File: src/rtl/freq_meter_pkg.sv
// Shared definitions for the frequency-meter measurement stage.
package freq_meter_pkg;

   // Largest legal value of a single BCD decade.
   localparam logic [3:0] BCD_MAX = 4'd9;

   // Default build: eight decades, two-flop synchronizers.
   localparam int unsigned DEF_DIGITS      = 8;
   localparam int unsigned DEF_SYNC_STAGES = 2;

   typedef logic [3:0] bcd_digit_t;

   // Bundle of the asynchronous controller/measurement inputs, synchronized together.
   typedef struct packed {
      logic clear;
      logic latch;
      logic en;
      logic sig;
   } ctrl_in_t;

endpackage : freq_meter_pkg

File: src/rtl/bcd_digit.sv
// One BCD decade: clears, increments, wraps 9 -> 0.
// `carry` is the terminal-count level (digit at 9 or an illegal code), independent
// of `inc`, so the parent can build the ripple and the saturation test without a loop.
module bcd_digit
   import freq_meter_pkg::*;
(
   input  logic       clk,
   input  logic       rst,
   input  logic       inc,
   input  logic       clr,
   output bcd_digit_t q,
   output logic       carry
);

   bcd_digit_t q_q;
   bcd_digit_t q_d;

   // Next digit value: clear wins, otherwise increment with wrap; codes 10-15 wrap like 9.
   always_comb begin
      q_d = q_q;
      if (clr) begin
         q_d = '0;
      end else if (inc) begin
         if (q_q >= BCD_MAX) begin
            q_d = '0;
         end else begin
            q_d = q_q + 4'd1;
         end
      end
   end

   // Digit register.
   always_ff @(posedge clk or posedge rst) begin
      if (rst) begin
         q_q <= '0;
      end else begin
         q_q <= q_d;
      end
   end

   assign q     = q_q;
   assign carry = (q_q >= BCD_MAX);

endmodule : bcd_digit

File: src/rtl/bcd_freq_counter.sv
// Measurement stage of the frequency meter: counts synchronized rising edges of
// sig_in while the count_en gate is high, snapshots on latch_en, zeroes on clear.
module bcd_freq_counter
   import freq_meter_pkg::*;
#(
   parameter int unsigned DIGITS      = DEF_DIGITS,
   parameter int unsigned SYNC_STAGES = DEF_SYNC_STAGES
) (
   input  logic                  clk,
   input  logic                  rst,
   input  logic                  sig_in,
   input  logic                  count_en,
   input  logic                  latch_en,
   input  logic                  clear,
   output logic [4*DIGITS-1:0]   freq_bcd,
   output logic                  overflow,
   output logic                  valid
);

   // ---------------------------------------------------------------------------
   // Input conditioning
   // ---------------------------------------------------------------------------
   ctrl_in_t                    in_raw;
   ctrl_in_t [SYNC_STAGES-1:0]  sync_q;
   ctrl_in_t [SYNC_STAGES-1:0]  sync_d;
   ctrl_in_t                    in_sync;

   logic sig_prev_q,   sig_prev_d;
   logic latch_prev_q, latch_prev_d;
   logic clear_prev_q, clear_prev_d;

   logic sig_rise;
   logic latch_pulse;
   logic clear_pulse;
   logic en_sync;

   assign in_raw.clear = clear;
   assign in_raw.latch = latch_en;
   assign in_raw.en    = count_en;
   assign in_raw.sig   = sig_in;

   // Shift every input one stage deeper into its own synchronizer chain.
   always_comb begin
      sync_d = {sync_q[SYNC_STAGES-2:0], in_raw};
   end

   // Synchronizer flops.
   always_ff @(posedge clk or posedge rst) begin
      if (rst) begin
         sync_q <= '0;
      end else begin
         sync_q <= sync_d;
      end
   end

   assign in_sync = sync_q[SYNC_STAGES-1];
   assign en_sync = in_sync.en;

   // Previous synchronized values for edge detection.
   always_comb begin
      sig_prev_d   = in_sync.sig;
      latch_prev_d = in_sync.latch;
      clear_prev_d = in_sync.clear;
   end

   // Edge-detect flops.
   always_ff @(posedge clk or posedge rst) begin
      if (rst) begin
         sig_prev_q   <= 1'b0;
         latch_prev_q <= 1'b0;
         clear_prev_q <= 1'b0;
      end else begin
         sig_prev_q   <= sig_prev_d;
         latch_prev_q <= latch_prev_d;
         clear_prev_q <= clear_prev_d;
      end
   end

   assign sig_rise    = in_sync.sig   & ~sig_prev_q;
   assign latch_pulse = in_sync.latch & ~latch_prev_q;
   assign clear_pulse = in_sync.clear & ~clear_prev_q;

   // ---------------------------------------------------------------------------
   // BCD counter
   // ---------------------------------------------------------------------------
   logic [4*DIGITS-1:0] cnt;
   logic [DIGITS-1:0]   carry;
   logic [DIGITS-1:0]   digit_inc;
   logic                inc_req;
   logic                sat;
   logic                ovf_cnt_q, ovf_cnt_d;

   assign inc_req = sig_rise & en_sync;
   assign sat     = &carry;

   // Ripple the increment through the decades; at all-9s nothing moves (saturate).
   always_comb begin
      digit_inc    = '0;
      digit_inc[0] = inc_req & ~sat;
      for (int unsigned i = 1; i < DIGITS; i++) begin
         digit_inc[i] = digit_inc[i-1] & carry[i-1];
      end
   end

   genvar g;
   generate
      for (g = 0; g < DIGITS; g++) begin : g_digit
         bcd_digit u_digit (
            .clk   (clk),
            .rst   (rst),
            .inc   (digit_inc[g]),
            .clr   (clear_pulse),
            .q     (cnt[4*g +: 4]),
            .carry (carry[g])
         );
      end
   endgenerate

   // Sticky overflow: cleared by clear, set by an increment attempted at full scale.
   always_comb begin
      ovf_cnt_d = ovf_cnt_q;
      if (clear_pulse) begin
         ovf_cnt_d = 1'b0;
      end else if (inc_req && sat) begin
         ovf_cnt_d = 1'b1;
      end
   end

   // Overflow flag register.
   always_ff @(posedge clk or posedge rst) begin
      if (rst) begin
         ovf_cnt_q <= 1'b0;
      end else begin
         ovf_cnt_q <= ovf_cnt_d;
      end
   end

   // ---------------------------------------------------------------------------
   // Output latch
   // ---------------------------------------------------------------------------
   logic [4*DIGITS-1:0] freq_q, freq_d;
   logic                overflow_q, overflow_d;
   logic                valid_q, valid_d;

   // Snapshot the pre-update count so same-cycle clear/increment is not captured.
   always_comb begin
      freq_d     = freq_q;
      overflow_d = overflow_q;
      valid_d    = latch_pulse;
      if (latch_pulse) begin
         freq_d     = cnt;
         overflow_d = ovf_cnt_q;
      end
   end

   // Output registers.
   always_ff @(posedge clk or posedge rst) begin
      if (rst) begin
         freq_q     <= '0;
         overflow_q <= 1'b0;
         valid_q    <= 1'b0;
      end else begin
         freq_q     <= freq_d;
         overflow_q <= overflow_d;
         valid_q    <= valid_d;
      end
   end

   assign freq_bcd = freq_q;
   assign overflow = overflow_q;
   assign valid    = valid_q;

endmodule : bcd_freq_counter

File: config.mk
export PLATFORM = sky130hd
export DESIGN_NAME = bcd_freq_counter
export DESIGN_NICKNAME = d
export VERILOG_FILES = /design/src/rtl/freq_meter_pkg.sv /design/src/rtl/bcd_digit.sv /design/src/rtl/bcd_freq_counter.sv
export SDC_FILE = /design/constraint.sdc
export NUM_CORES = 1
export LEC_CHECK = 0
export ABC_CLOCK_PERIOD_IN_PS = 2600
export BUFFER_PORTS_ARGS = -buffer_cell sky130_fd_sc_hd__buf_2
export CAP_MARGIN = 20
export CORE_UTILIZATION = 55
export DETAILED_ROUTE_END_ITERATION = 7
export MAX_ROUTING_LAYER = met4
export PLACE_DENSITY = 0.75
export SLEW_MARGIN = 20
export SYNTH_ARGS = -nofsm -noshare
export SYNTH_HDL_FRONTEND = slang
export SYNTH_SLANG_ARGS = --single-unit
File: constraint.sdc
create_clock -name clk -period 2.6 [get_ports clk]
set_input_delay 0.39 -clock clk [delete_from_list [all_inputs] [get_ports clk]]
set_output_delay 0.39 -clock clk [all_outputs]
set_load 0.005 [all_outputs]
==> results of run 1 <==
synth_stat cells (2+ instances only):
master	instances	share of area
nand4b_1	3	0.0070
nand3b_1	2	0.0040
o211ai_1	2	0.0040
or3b_2	4	0.0094
nand3_1	14	0.019
nor4_1	3	0.0050
o31ai_1	4	0.0081
clkbuf_1	9	0.0091
a41oi_1	2	0.0047
inv_1	23	0.023
nand4_1	8	0.013
o221a_2	2	0.0060
nor3_1	11	0.015
a21oi_1	19	0.025
dfrtp_1	78	0.52
and2_1	4	0.0067
or3b_1	2	0.0047
or4_1	2	0.0040
and3_1	3	0.0050
buf_2	2	0.0027
a31oi_1	3	0.0050
nand2_1	36	0.036
nor2_1	8	0.0081
ha_1	24	0.081
o21ai_0	42	0.056
nand2b_1	3	0.0050
or3_1	7	0.012
nor2b_1	2	0.0034
mux2_2	13	0.039
cell type report:
cell class / instances / area [µm²]
Inverter: 24 / 90.1
Clock inverter: 6 / 158
Multi-Input combinational cell: 241 / 1650
Sequential cell: 78 / 1950
Clock buffer: 10 / 128
Timing Repair Buffer: 46 / 260
Tap cell: 77 / 96.3
Fill cell: 484 / 2130
logic make-up (layout without fill, tap and decap cells):
| group | count (synthesis) | in the layout | synth area share |
|---|---|---|---|
| and+or+nand+nor | 124 | 124 | 0.194 |
| AOI/OAI and AO/OA | 78 | 78 | 0.119 |
| DFF | 78 | 78 | 0.523 |
| buffers and inverters | 36 | 86 | 0.0369 |
| adders and majority gates | 24 | 24 | 0.0805 |
| muxes | 15 | 15 | 0.0460 |
critical path, stage by stage (launching register included):
cell      delay (ns)
dfrtp_1         0.42
inv_1           0.12
ha_1            0.20
or3b_2          0.20
nand4_1         0.25
nand2b_1        0.33
or3_1           0.45
mux2_4          0.33
report_power, final:
group	leakage [nW]	switching (mW)	internal (mW)
clock	0.137	0.432	0.832
sequential	1.06	0.00926	1.23
combinational	0.863	0.0664	0.0276
total	2.06	0.508	2.09
timing repair:
item                                   4_1_cts  5_1_grt
endpoints found under the hold margin        0        0
buffers inserted                             0        0
gates resized for setup                      0        1
setup endpoints to repair                    0        2
state kept, by name, indices dropped and copies added, names as in the netlist:
| name | flops |
|---|---|
| en_sync | 1 |
| ovf_cnt_q | 1 |
| clear_prev_d | 1 |
| clear_prev_q | 1 |
| latch_prev_q | 1 |
| g_digit.u_digit.q | 32 |
| latch_prev_d | 1 |
| valid | 1 |
| sig_prev_d | 1 |
| overflow | 1 |
| sig_prev_q | 1 |
| freq_bcd | 32 |
| sync_d | 4 |
routing by layer:
layer / wire [µm] / vias to the layer above / global-route usage / part of all wire
met5: 0 / - / - / 0
met4: 139 / 0 / 0.0986 / 0.019
met3: 292 / 15 / 0.0541 / 0.039
met2: 3660 / 81 / 0.364 / 0.49
met1: 3320 / 1373 / 0.303 / 0.45
li1: - / 1353 / - / -
final timing paths:
check,from,to,slack (ns),cells past startpoint
max in group asynchronous,rst,freq_bcd[5],2.15,3
worst max register to register,g_digit[5].u_digit.q[0],g_digit[7].u_digit.q[1],0.21,7
worst max-delay path,g_digit[5].u_digit.q[0],g_digit[7].u_digit.q[1],0.21,7
worst min register to register,sync_d[6],latch_prev_d,0.35,0
min in group clk,clear,sync_d[7],0.14,1
worst min-delay path,rst,freq_bcd[18],0.12,3
per-stage QoR:
step	cell area, µm²	power, mW	hold slack [ns]	std cells
after floorplan	3730	1.33	0.331	355
after global placement	4040	1.36	0.332	466
after detailed placement	4040	1.36	0.337	466
after CTS	4330	2.63	0.124	482
after global routing	4330	2.69	0.118	482
final	4330	2.60	0.117	482
==> summary.md, run 1 <==
| Metric | Value |
|---|---|
| Most frequent cells in the layout | dfrtp_1, o21ai_0, buf_2, nand2_1, ha_1 |
| Pins Over Slew Limit | 0 |
| Root Driver | clkbuf_8 |
| Post-Syn Area | 3730 µm² |
| Most common cell after layout, fill and taps aside | dfrtp_1 |
| Detailed Place HPWL | around 4800 µm |
| First-pass GRT wire length | 12600 µm |
| Violated checks | design-rule violations |
| Die Wd | 84.4 µm |
| YS warnings | 0 |
| Crit path DAT | roughly 2.6 ns |
| Initial antenna violation count | 0 |
| Clk_lat worst skew | around 0.35 ns |
| Via count | around 2.8k |
| Leak | a little over 2 nW |
| Worst-path fanout max | 6 |
| Status | finished with violations |
| Die H | 84.4 µm |
| Clock transition at path regs | roughly 0.080 ns |
| Initial DRC Count | 182 |
| CTS Buf Count | 9 |
| Final hold violations | 0 |
| Clk sinks | ~80 |
| Register area share after synthesis | 0.523 |
| GRT Overall Usage | 0.236 |
| Vias in the first global route | 2693 |
| Setup-failing EPs final | 0 |
| Worst slew pin tran | around 0.96 ns |
| Setup Skew | ~0.011 ns |
| Gpl congestion | ~0.87 |
| Core area | between 6000 and 7000 µm² |
| CTS HTree Levels | 3 |
| Number of synthesized flops with an enable pin | 0 |
| Distinct cells, synth | 49 |
| Layout area overhead | 16.1% |
| GR Overflow Total | 0 |
| Max VDD drop | around 0.0004 V |
| Syn nets | a little under 400 |
| Final WL | 7420 µm |
| Hold Path Class | input pin to async pin |
| P per Cell Area | ~600 nW/µm² |
| Layout cell share with drive strength beyond 1 | 0.230 |
| TritonCTS clock tree | done |
| Fin util | 0.671 |
| FF+latch count, synth | between 70 and 80 |
| 1st-pass router iterations | 6 |
| Ys async rst share | 1.00 |
| Avg Inst Size Synth | between 10 and 15 µm² |
| Main synth FF type | dfrtp_1 |
| Fin crit period | approximately 2.4 ns |
| Max-cap violations | 0 |
| Setup TNS | 0 ns |
| # diodes | 0 |
| Setup crit start kind | register |
| Via-per-instance ratio | between 5 and 6 |
| # rows | 29 |
| DR WL/cell | 15.4 µm |
| Number of remaining DRC errors | 10 |
| Crit end category | register |
| F_max | 0.418 GHz |
| Largest net degree at the start of global routing | slightly below 80 |
| Final #Nets | 430 |
| RSZ-0062 raised after global routing | no |
| Worst setup slack after layout | 0.205 ns |
| Starting Density | 0.577 |
| Place WS | about 0.21 ns |
| # IOs | 40 |
| Required time worst endpoint | roughly 2.8 ns |
| PortBufs | 39 |
| Crit share post-route | 0.921 |
| Die area | ~7100 µm² |
| Synthesized instance count | ~360 |
| Crit Path Class | register to register |
| Antenna Nets Post-Route | 0 |
| Rel. slew slack | 0.362 |
| Clk buf depth | 2 |
| Hold buffers post-CTS | 0 |
(Power assumes the default switching activity.)
==> run 2: changes to the inputs <==
Settings changed: PLACE_DENSITY 0.75 to 0.74.
==> summary.md, run 2 (synthesis results as in run 1) <==
| Metric | Value |
|---|---|
| RSZ-0062 raised after global routing | no |
| Gpl congestion | about 0.86 |
| WP buf/inv | 1 |
| Initial DRC Count | 140 |
| Layout cell share with drive strength beyond 1 | 0.228 |
| Root Driver | clkbuf_8 |
| CTS Buf Count | 9 |
| CP max stage cell | or3_1 |
| Net Sw Power | 0.492 mW |
| GR Overflow Total | 0 |
| Crit share post-route | 0.937 |
| PortBufs | 39 |
| Max VDD drop | between 0.0004 and 0.0005 V |
| Die area | between 7000 and 8000 µm² |
| Largest net degree at the start of global routing | between 50 and 60 |
| Fillers | ~520 |
| Part of the power in the clock network | 0.458 |
| Hold Path Class | input pin to async pin |
| DR WL/cell | ~15 µm |
| Sw frac | 0.200 |
| Placement Cell Area | between 4000 and 5000 µm² |
| Status | finished with violations |
| Hold buffers post-CTS | 0 |
| Final WL | around 7300 µm |
| 1st-pass router iterations | 6 |
| Delay-heaviest family, CP | simple AND/OR/NAND/NOR gates |
| Antenna Nets Post-Route | 0 |
| Setup Skew | slightly below 0.007 ns |
| Max-cap violations | 0 |
| Violated checks | design-rule violations |
| Int Pwr | 1.97 mW |
| Number of remaining DRC errors | 4 |
| Seq pwr share | 0.503 |
| Via count | ~2.8k |
| Most frequent cells in the layout | dfrtp_1, o21ai_0, buf_2, nand2_1, ha_1 |
| Crit Path Class | register to register |
| Layout area overhead | 15.2% |
| F_max | between 0.4 and 0.5 GHz |
| P per Cell Area | between 500 and 600 nW/µm² |
| Pins Over Slew Limit | 0 |
| Rel. slew slack | 0.350 |
| GRT Overall Usage | 0.235 |
| Setup-failing EPs final | 0 |
| Initial antenna violation count | 0 |
| Crit path DAT | around 2.7 ns |
| Core area | between 6000 and 7000 µm² |
| Setup crit start kind | register |
| TritonCTS clock tree | done |
| Worst-path fanout max | 6 |
| # diodes | 0 |
| Leak | approximately 2 nW |
| Worst-path cell chain | inv_1 > ha_1 > or3b_4 > nor4b_4 > nand3_4 > or3_1 > mux2_4 |
| Starting Density | 0.577 |
| Fin util | 0.665 |
| # rows | 29 |
| Post-CTS Setup Bufs | 0 |
| # IOs | 40 |
| Required time worst endpoint | between 2 and 3 ns |
| Setup TNS | 0 ns |
| Hold WS | 0.0653 ns |
| Crit end category | register |
| Die Wd | 84.4 µm |
| Slowest stage delay, CP | 0.47 ns |
| Fin crit period | approximately 2.4 ns |
| Most common cell after layout, fill and taps aside | dfrtp_1 |
| Logic pwr share | 0.039 |
| Design area | 4300 µm² |
| Resized Gates After CTS | 0 |
| Clk buf depth | 2 |
| Worst slew pin tran | between 0.9 and 1 ns |
| Die H | approximately 84 µm |
| Pwr Total | about 2.5 mW |
| First-pass GRT wire length | between 10000 and 15000 µm |
| Final #Nets | 429 |
| Clk sinks | 78 |
| Vias in the first global route | ~2.8k |
| CTS HTree Levels | 3 |
| Detailed Place HPWL | around 5000 µm |
| Clk_lat worst skew | 0.35 ns |
| Final hold violations | 0 |
| Via-per-instance ratio | roughly 5.9 |
| Clock transition at path regs | ~0.070 ns |
==> run 2: cell count changes in the layout (fill, tap and decap cells not counted) <==
| cell | before | now |
|---|---|---|
| buf_4 | 6 | 5 |
| clkbuf_8 | 9 | 12 |
| clkinv_2 | 0 | 1 |
| clkinvlp_4 | 1 | 0 |
| clkbuf_1 | 1 | 0 |
| bufinv_16 | 5 | 3 |
| inv_2 | 2 | 1 |
==> run 2: through the flow <==
step	cells	setup slack, ns
floorplan	355	0.215
global placement	465	0.261
detailed placement	465	0.170
CTS	480	0.145
global route	480	0.0442
finish	480	0.164
==> run 2: per-layer routing <==
layer / vias up / global-route usage / share of wire / wire (µm)
met4: 0 / 0.0878 / 0.010 / 74
li1: 1355 / - / - / -
met5: - / - / 0 / 0
met2: 67 / 0.386 / 0.51 / 3680
met1: 1380 / 0.288 / 0.45 / 3250
met3: 7 / 0.0511 / 0.036 / 260
==> run 2: path summary, 6_finish.rpt <==
| path | from | end | slack (ns) | cells after the start |
|---|---|---|---|---|
| max reg2reg | g_digit[1].u_digit.q[0] | g_digit[7].u_digit.q[1] | 0.16 | 7 |
| max | g_digit[1].u_digit.q[0] | g_digit[7].u_digit.q[1] | 0.16 | 7 |
| min | rst | freq_bcd[17] | 0.07 | 2 |
| min in group clk | latch_en | sync_d[6] | 0.15 | 1 |
| min reg2reg | sync_d[4] | sig_prev_d | 0.35 | 0 |
| max in group asynchronous | rst | g_digit[0].u_digit.q[1] | 1.92 | 3 |
==> run 2: power groups by stage <==
stage / combinational, mW / clock (mW) / sequential, mW
finish: 0.0952 / 1.13 / 1.24
global route: 0.111 / 1.19 / 1.24
CTS: 0.0981 / 1.15 / 1.24
detailed placement: 0.0978 / 0 / 1.26
global placement: 0.0958 / 0 / 1.26
floorplan: 0.0655 / 0 / 1.26
==> run 2: layout make-up <==
type / instances / area, µm² / share of cell area
Inverter: 24 / 91.3 / 0.0213
Multi-Input combinational cell: 241 / 1650 / 0.384
Timing Repair Buffer: 45 / 253 / 0.0588
Clock buffer: 12 / 165 / 0.0385
Clock inverter: 3 / 90.1 / 0.0210
Sequential cell: 78 / 1950 / 0.454
Tap cell: 77 / 96.3 / 0.0224
